==> src/rtl/display_pkg.sv <==
// Shared types, idle pin levels and the slot-to-anode decode for the seven-segment display driver.
package display_pkg;

  typedef logic [7:0] seg_t;

  localparam seg_t       SEG_OFF = 8'hFF;
  localparam logic [7:0] AN_OFF  = 8'hFF;

  function automatic logic [7:0] an_decode(input logic [2:0] idx);
    return ~(8'h01 << idx);
  endfunction

endpackage

==> src/rtl/display_pwm_timer.sv <==
// Refresh timebase: prescaler, digit slot and frame (blink) counters for the display mux.
module display_pwm_timer #(
  parameter int NUM_DIGITS = 8,
  parameter int DIV_W      = 16,
  parameter int BLINK_W    = 5,
  localparam int SLOT_W    = (NUM_DIGITS > 1) ? $clog2(NUM_DIGITS) : 1
) (
  input  logic              clk,
  input  logic              reset_n,
  output logic [SLOT_W-1:0] slot,
  output logic [DIV_W-1:0]  presc,
  output logic              frame_start,
  output logic              blink_phase
);

  logic [BLINK_W-1:0] blink;
  logic               presc_last;
  logic               slot_last;

  assign presc_last = &presc;
  assign slot_last  = (slot == SLOT_W'(NUM_DIGITS - 1));

  always_ff @(posedge clk) begin
    if (!reset_n) begin
      presc <= '0;
      slot  <= '0;
      blink <= '0;
    end else begin
      presc <= presc + 1'b1;
      if (presc_last) begin
        if (slot_last) begin
          slot  <= '0;
          blink <= blink + 1'b1;
        end else begin
          slot <= slot + 1'b1;
        end
      end
    end
  end

  // Held low while reset is asserted so no commit can fire during reset.
  assign frame_start = reset_n && (slot == '0) && (presc == '0);
  assign blink_phase = blink[BLINK_W-1];

endmodule

==> src/rtl/display_mux_gen.sv <==
// Time-multiplexed seven-segment driver with per-digit enable/blink, PWM brightness and frame-aligned double buffering.
module display_mux_gen
  import display_pkg::*;
#(
  parameter int NUM_DIGITS = 8,
  parameter int DIV_W      = 16,
  parameter int BRIGHT_W   = 4,
  parameter int GUARD      = 4,
  parameter int BLINK_W    = 5,
  localparam int SLOT_W    = (NUM_DIGITS > 1) ? $clog2(NUM_DIGITS) : 1
) (
  input  logic                    clk,
  input  logic                    reset_n,
  input  logic [8*NUM_DIGITS-1:0] segs_in,
  input  logic [NUM_DIGITS-1:0]   digit_en,
  input  logic [NUM_DIGITS-1:0]   blink_en,
  input  logic [BRIGHT_W-1:0]     brightness,
  input  logic                    update_req,
  output logic                    update_ack,
  output logic                    frame_start,
  output logic [7:0]              an,
  output logic [7:0]              sseg
);

  logic [SLOT_W-1:0]   slot;
  logic [DIV_W-1:0]    presc;
  logic                blink_phase;
  logic [BRIGHT_W-1:0] pwm_phase;

  seg_t                sh_segs [NUM_DIGITS];
  logic [NUM_DIGITS-1:0] sh_en;
  logic [BRIGHT_W-1:0] sh_bright;
  logic                pending;
  logic                commit;

  logic                lit_p0;
  logic [7:0]          an_p0;
  seg_t                sseg_p0;

  display_pwm_timer #(
    .NUM_DIGITS (NUM_DIGITS),
    .DIV_W      (DIV_W),
    .BLINK_W    (BLINK_W)
  ) u_timer (
    .clk         (clk),
    .reset_n     (reset_n),
    .slot        (slot),
    .presc       (presc),
    .frame_start (frame_start),
    .blink_phase (blink_phase)
  );

  // A request arriving on the commit cycle is absorbed by that commit.
  assign commit     = frame_start && (pending || update_req);
  assign update_ack = commit;

  always_ff @(posedge clk) begin
    if (!reset_n) begin
      pending   <= 1'b0;
      sh_en     <= '0;
      sh_bright <= '0;
      for (int i = 0; i < NUM_DIGITS; i++) sh_segs[i] <= SEG_OFF;
    end else if (commit) begin
      pending   <= 1'b0;
      sh_en     <= digit_en;
      sh_bright <= brightness;
      for (int i = 0; i < NUM_DIGITS; i++) sh_segs[i] <= segs_in[8*i +: 8];
    end else if (update_req) begin
      pending <= 1'b1;
    end
  end

  // Stage p0: lit decision from current (slot, presc) state
  assign pwm_phase = presc[DIV_W-1 -: BRIGHT_W];
  assign lit_p0    = sh_en[slot] && (presc >= DIV_W'(GUARD)) && (pwm_phase < sh_bright)
                     && !(blink_en[slot] && blink_phase);
  assign an_p0     = lit_p0 ? an_decode(3'(slot)) : AN_OFF;
  assign sseg_p0   = lit_p0 ? sh_segs[slot] : SEG_OFF;

  // Stage p1: registered pins
  always_ff @(posedge clk) begin
    if (!reset_n) begin
      an   <= AN_OFF;
      sseg <= SEG_OFF;
    end else begin
      an   <= an_p0;
      sseg <= sseg_p0;
    end
  end

endmodule

==> config.mk <==
export PLATFORM = sky130hd
export DESIGN_NAME = display_mux_gen
export DESIGN_NICKNAME = d
export VERILOG_FILES = /design/src/rtl/display_pkg.sv /design/src/rtl/display_pwm_timer.sv /design/src/rtl/display_mux_gen.sv
export SDC_FILE = /design/constraint.sdc
export NUM_CORES = 1
export LEC_CHECK = 0
export ABC_AREA = 1
export ABC_CLOCK_PERIOD_IN_PS = 4500
export CAP_MARGIN = 10
export CORE_UTILIZATION = 30
export DETAILED_ROUTE_END_ITERATION = 8
export GPL_ROUTABILITY_DRIVEN = 0
export MAX_ROUTING_LAYER = met4
export PLACE_DENSITY = 0.53
export SLEW_MARGIN = 15
export SYNTH_ARGS = -nofsm -noshare
export SYNTH_HDL_FRONTEND = slang
export SYNTH_SLANG_ARGS = --single-unit
export TNS_END_PERCENT = 30
==> constraint.sdc <==
create_clock -name clk -period 4.5 [get_ports clk]
set_input_delay 0.675 -clock clk [delete_from_list [all_inputs] [get_ports clk]]
set_output_delay 0.675 -clock clk [all_outputs]
set_load 0.02 [all_outputs]
==> flow_summary.toml, run 1 <==
[status]
status = "completed"

[clock_tree]
cts_sinks = 117
clkLatencyLatePin_ns = 0.41
hold_buffers = 0
path_clk_slew_ns = 0.05
tritoncts = "done"
htree_levels = 4
post-cts-setup-buffers = 0
cts-root-buf = "clkbuf_16"
cts_resized = 0
cts_buffer_depth = 2
cts_buffers = 17

[cells_and_area]
drive_above_1_share_pct = 12.1
layout.nets = 815
regArea_mm2 = 0.00298
multi_input_area_mm2 = 0.00213
antennaDiodeCount = 0
area_growth_pct = 32.8
fillers = 1717
fin_util_pct = 41.3

[hold_path]
holdCritPathClass = "reg2reg"
hp-start = "u_timer.blink[1]$_SDFFE_PN0P_"
hold_end = "u_timer.blink[1]$_SDFFE_PN0P_"
worstHoldPathCells = 2

[routing]
antenna_left = 0
first_iter_violations = 249
route.detailed.drc = 0
via_count = 4242
via_per_inst = 4.45
wire_per_inst_um = 13.4
firstDrtPassIters = 4
wl_um = 12800

[power_and_ir_drop]
p_leak_nw = 2.71
peakVddDrop_uv = 268
powerDensity_mw_per_mm2 = 374
p_total_w = 0.00271

[floorplan]
initial_core_util_pct = 31.1
io_pins = 105
die_area_mm2 = 0.0187
rows = 48
core_mm2 = 0.0175
die_h_um = 137
fp.dieW_um = 137

[setup_path]
critical_path.max_stage_delay_ns = 0.61
cp-end-kind = "output port"
cp_top_family = "buffers and inverters"
cp.arrival_ns = 2.38
reg2reg_slack_ns = 1.55
slowest_stage = "clkdlybuf4s50_1"
cp-start-kind = "primary input"
critPathBufInv = 3
critical_path_class = "in2out"
path_cells = "clkdlybuf4s50_1 -> nand2_1 -> nor2_1 -> nand2_1 -> nor2_4 -> nand2_2 -> inv_1 -> clkdlybuf4s50_1"
reg2reg_to = "sh_segs[1][4]$_SDFFCE_PN1P_"
cp_max_fo = 2
r2r-start = "u_timer.slot[2]$_SDFFE_PN0P_"
ff2ff_path_depth = 7
cp.required_ns = 3.83

[timing]
worst_clock_skew_ns = 0.0126
period_needed_ns = 3.05
tightest_slew_ns = 0.887
setup_viol = 0
final_max_slew_viol_count = 0
fmax_ghz = 0.327
finalHoldViolCount = 0
fin_crit_sh_pct = 67.9
grt_setup_unrepaired = "no"
final.setup.tns_ns = 0
relSlewSlack_pct = 40.8

[logic_synthesis]
synth_largest_area_cell = "edfxtp_1"
syn_nets = 717
syn_inst = 618
ys_ff_latch = 117
syn_area_mm2 = 0.00546
avgSynthCellArea_um2 = 8.83
yosys.area.top_type_share_pct = 35.2
ys_seq_area_share_pct = 54.6
synthDistinctLibCells = 28
synth_warnings = 0
synthTopCellsByArea = "edfxtp_1, dfxtp_1, nand2_1, nand3_1, or2_2"

[grt]
grt-ovfl-total = 0
track_usage_pct = 14.9
grt_pass1_wl_um = 20600
antenna_found_initial = 0
grt_max_degree = 75
first_global_vias = 4248

[place]
dp_hpwl_um = 9060
port_buffers = 104

[run]
drv_cap = 0
==> tightest hold or removal path, cell delays in order, from the launching register on <==
cell     delay, ns
dfxtp_1       0.32
nand2_1       0.07
a21oi_1       0.05
==> sequential cells by signal (all words and copies together) (netlist names) <==
signal / flops
an: 8
pending: 1
sseg: 8
u_timer.blink: 5
sh_en: 8
sh_bright: 4
sh_segs: 64
u_timer.presc: 16
u_timer.slot: 3
==> placed cells by master, fill, tap and decap left out, types with 8 or more instances in the layout <==
cell             instances
edfxtp_1                64
clkbuf_16               17
ha_1                    12
or2_1                   24
inv_1                   40
nor2_1                  55
dfxtp_1                 53
nand4_1                 18
or2_2                   42
nand2_1                162
o21a_1                   8
a21oi_1                 17
nand3_1                 60
clkdlybuf4s50_1        104
==> area by class of cell <==
class | count | share of cell area, %
sequential | 117 | 41.2
multi-input combinational | 428 | 29.4
timing repair buffer | 112 | 15.4
clock buffer | 21 | 6.35
tap | 225 | 3.88
inverter | 40 | 2.07
clock inverter | 11 | 1.76
==> where the power goes <==
part	switching (W)	internal (W)	leakage (nW)
clock network	0.000469	0.000844	0.279
logic	0.0000949	0.000114	1.49
registers	0.0000140	0.00118	0.941
==> cell families (layout without fill, tap and decap cells) <==
kind of cell / count (synthesis) / count (layout) / share of synthesized area (%)
compound gates: 33 / 33 / 3.44
xor+xnor: 6 / 6 / 0.963
fa+ha+maj: 12 / 12 / 2.75
buf+inv: 73 / 184 / 6.35
flops: 117 / 117 / 54.6
simple gates: 377 / 377 / 31.9
==> metal layers <==
| metal | track usage, % | up-vias | part of all wire (%) |
|---|---|---|---|
| met5 | - | - | 0 |
| li1 | - | 2215 | - |
| met3 | 3.11 | 10 | 4.0 |
| met1 | 18.5 | 1918 | 47 |
| met2 | 24.3 | 99 | 49 |
| met4 | 4.70 | 0 | 0.98 |
==> metrics by stage <==
step	std cells	cell area [um^2]	setup WS (ns)	hold slack [ns]
floorplan	618	5460	0.769	0.458
global placement	922	6660	1.28	0.469
detailed placement	922	6660	1.20	0.481
CTS	954	7250	1.40	0.488
global route	954	7250	1.24	0.517
finish	954	7250	1.45	0.488
==> synth_stat cells <==
| library cell | instances |
|---|---|
| a211oi_1 | 1 |
| a21oi_1 | 17 |
| buf_1 | 1 |
| buf_2 | 9 |
| buf_4 | 4 |
| buf_6 | 6 |
| clkbuf_1 | 12 |
| clkbuf_2 | 1 |
| dfxtp_1 | 53 |
| edfxtp_1 | 64 |
| ha_1 | 12 |
| inv_1 | 40 |
| nand2_1 | 163 |
| nand2_2 | 2 |
| nand3_1 | 60 |
| nand3_2 | 1 |
| nand3b_1 | 1 |
| nand4_1 | 18 |
| nor2_1 | 55 |
| nor2_2 | 3 |
| nor2_4 | 1 |
| nor3_1 | 7 |
| o21a_1 | 8 |
| o21ai_0 | 7 |
| or2_1 | 24 |
| or2_2 | 42 |
| xnor2_1 | 2 |
| xor2_1 | 4 |
==> worst max path at each step <==
stage	slack, ns	from	to	cells after the start
6_report	1.45	reset_n	update_ack	8
5_1_grt	1.24	u_timer.slot[1]$_SDFFE_PN0P_	sh_segs[1][4]$_SDFFCE_PN1P_	11
4_1_cts	1.40	reset_n	update_ack	8
3_5_place_dp	1.20	reset_n	sh_segs[3][2]$_SDFFCE_PN1P_	9
3_3_place_gp	1.28	reset_n	sh_segs[2][3]$_SDFFCE_PN1P_	9
2_1_floorplan	0.77	u_timer.slot[1]$_SDFFE_PN0P_	sh_segs[0][0]$_SDFFCE_PN1P_	12
Power figures use the tool's default switching activity.
==> inputs of run 2 (changes only) <==
ABC_CLOCK_PERIOD_IN_PS = 3100   (was 4500)
clock period = 3.1 ns   (was 4.5 ns; I/O delays follow)
==> flow_summary.toml, run 2 (same netlist as run 1, synthesis figures left out) <==
[floorplan]
initial_core_util_pct = 31.1
core_mm2 = 0.0175
die_h_um = 137
io_pins = 105
die_area_mm2 = 0.0187
fp.dieW_um = 137
rows = 48

[cells_and_area]
area_growth_pct = 32.5
multi_input_area_mm2 = 0.00214
largest_registers = "sh_segs: 64 flops, u_timer.presc: 16 flops"
drive_above_1_share_pct = 12.0
antennaDiodeCount = 0
largest_reg_flops = 64
final_cell_mix = "nand2_1, clkdlybuf4s50_1, edfxtp_1, nand3_1, nor2_1"
layout.nets = 817
final_common_cell = "nand2_1"
fillers = 1692
regArea_mm2 = 0.00298
largest-register = "sh_segs"

[power_and_ir_drop]
powerDensity_mw_per_mm2 = 531
p_leak_nw = 2.70
p_total_w = 0.00385
peakVddDrop_uv = 399

[grt]
grt_max_degree = 49
track_usage_pct = 15.6
grt-ovfl-total = 0
first_global_vias = 4233
grt_pass1_wl_um = 21100
antenna_found_initial = 0

[place]
pre_cts_slack_ns = 0.432
port_buffers = 104
dp_hpwl_um = 9020

[setup_path]
cp-end-kind = "output port"
crit_start = "reset_n"
reg2reg_to = "u_timer.blink[1]$_SDFFE_PN0P_"
r2r-start = "u_timer.slot[0]$_SDFFE_PN0P_"
critical_path.max_stage_delay_ns = 0.59
cp-endpoint = "update_ack"
reg2reg_slack_ns = 0.84
path_depth = 8
slowest_stage = "clkdlybuf4s50_1"
critical_path_class = "in2out"
critPathBufInv = 3
path_cells = "clkdlybuf4s50_1 -> nand2_1 -> nor2_1 -> nand2_1 -> nor2_4 -> nand2_2 -> inv_1 -> clkdlybuf4s50_1"
cp_max_fo = 2
ff2ff_path_depth = 8
cp-start-kind = "primary input"
cp.required_ns = 2.63
cp_top_family = "buffers and inverters"
cp.arrival_ns = 2.17

[timing]
fin_hold_ws_ns = 0.500
finalHoldViolCount = 0
fin_crit_sh_pct = 85.1
final_max_slew_viol_count = 0
relSlewSlack_pct = 40.4
fmax_ghz = 0.379
fin_ws_ns = 0.460
setup_viol = 0
worst_clock_skew_ns = 0.0130
grt_setup_unrepaired = "no"
tightest_slew_ns = 0.893
period_needed_ns = 2.64
final.setup.tns_ns = 0

[clock_tree]
cts_resized = 0
tritoncts = "done"
hold_buffers = 0
clkLatencyLatePin_ns = 0.42
cts_buffer_depth = 2
cts_buffers = 17
cts_sinks = 117
htree_levels = 4
path_clk_slew_ns = 0.05
post-cts-setup-buffers = 0
cts-root-buf = "clkbuf_16"

[run]
drv_cap = 0

[routing]
first_iter_violations = 164
route.detailed.drc = 0
firstDrtPassIters = 5
antenna_left = 0
via_count = 4340
wire_per_inst_um = 13.8
wl_um = 13200
via_per_inst = 4.54

[status]
status = "completed"

[hold_path]
holdCritPathClass = "reg2reg"
==> run 2: worst min-delay path by stage <==
| stage | startpoint | to | slack, ns | cells after the start |
|---|---|---|---|---|
| floorplan | u_timer.blink[1]$_SDFFE_PN0P_ | u_timer.blink[1]$_SDFFE_PN0P_ | 0.46 | 2 |
| global placement | u_timer.blink[1]$_SDFFE_PN0P_ | u_timer.blink[1]$_SDFFE_PN0P_ | 0.47 | 2 |
| detailed placement | u_timer.presc[7]$_SDFF_PN0_ | u_timer.presc[7]$_SDFF_PN0_ | 0.49 | 2 |
| CTS | u_timer.presc[7]$_SDFF_PN0_ | u_timer.presc[7]$_SDFF_PN0_ | 0.50 | 2 |
| global route | u_timer.blink[3]$_SDFFE_PN0P_ | u_timer.blink[3]$_SDFFE_PN0P_ | 0.52 | 2 |
| finish | u_timer.blink[0]$_SDFFE_PN0P_ | u_timer.blink[0]$_SDFFE_PN0P_ | 0.50 | 2 |
==> run 2: metrics by stage <==
step	cell area, um^2	utilization [%]	std cells
floorplan	5470	-	618
global placement	6690	38.2	924
detailed placement	6690	38.2	924
CTS	7240	41.3	956
global route	7240	41.3	956
finish	7240	41.3	956
==> run 2: area by class of cell <==
type / instances / share of cell area (%)
well taps: 225 / 3.89
inverters: 40 / 2.08
repair buffers: 114 / 15.8
clock buffers: 20 / 6.03
multi-input cells: 428 / 29.5
clock inverters: 12 / 1.47
flip-flops and latches: 117 / 41.2
==> run 2: routing by layer <==
layer  track usage, %  share of wire, %  up-vias
met4             5.19               1.5        0
met2             25.5                48      124
li1                 -                 -     2215
met5                -                 0        -
met1             18.8                46     1989
met3             3.78               4.3       12
==> run 2: where the power goes <==
group	internal, W	switching [W]	total [W]
Combinational	0.000170	0.000142	0.000312
Sequential	0.00171	0.0000191	0.00173
Clock	0.00110	0.000710	0.00181
==> run 2: tightest hold or removal path: cells and delay by family (launching register included) <==
family,cells,cell delay [ns]
AO/OA/AOI/OAI,1,0.05
flip-flops,1,0.33
AND/OR/NAND/NOR,1,0.07
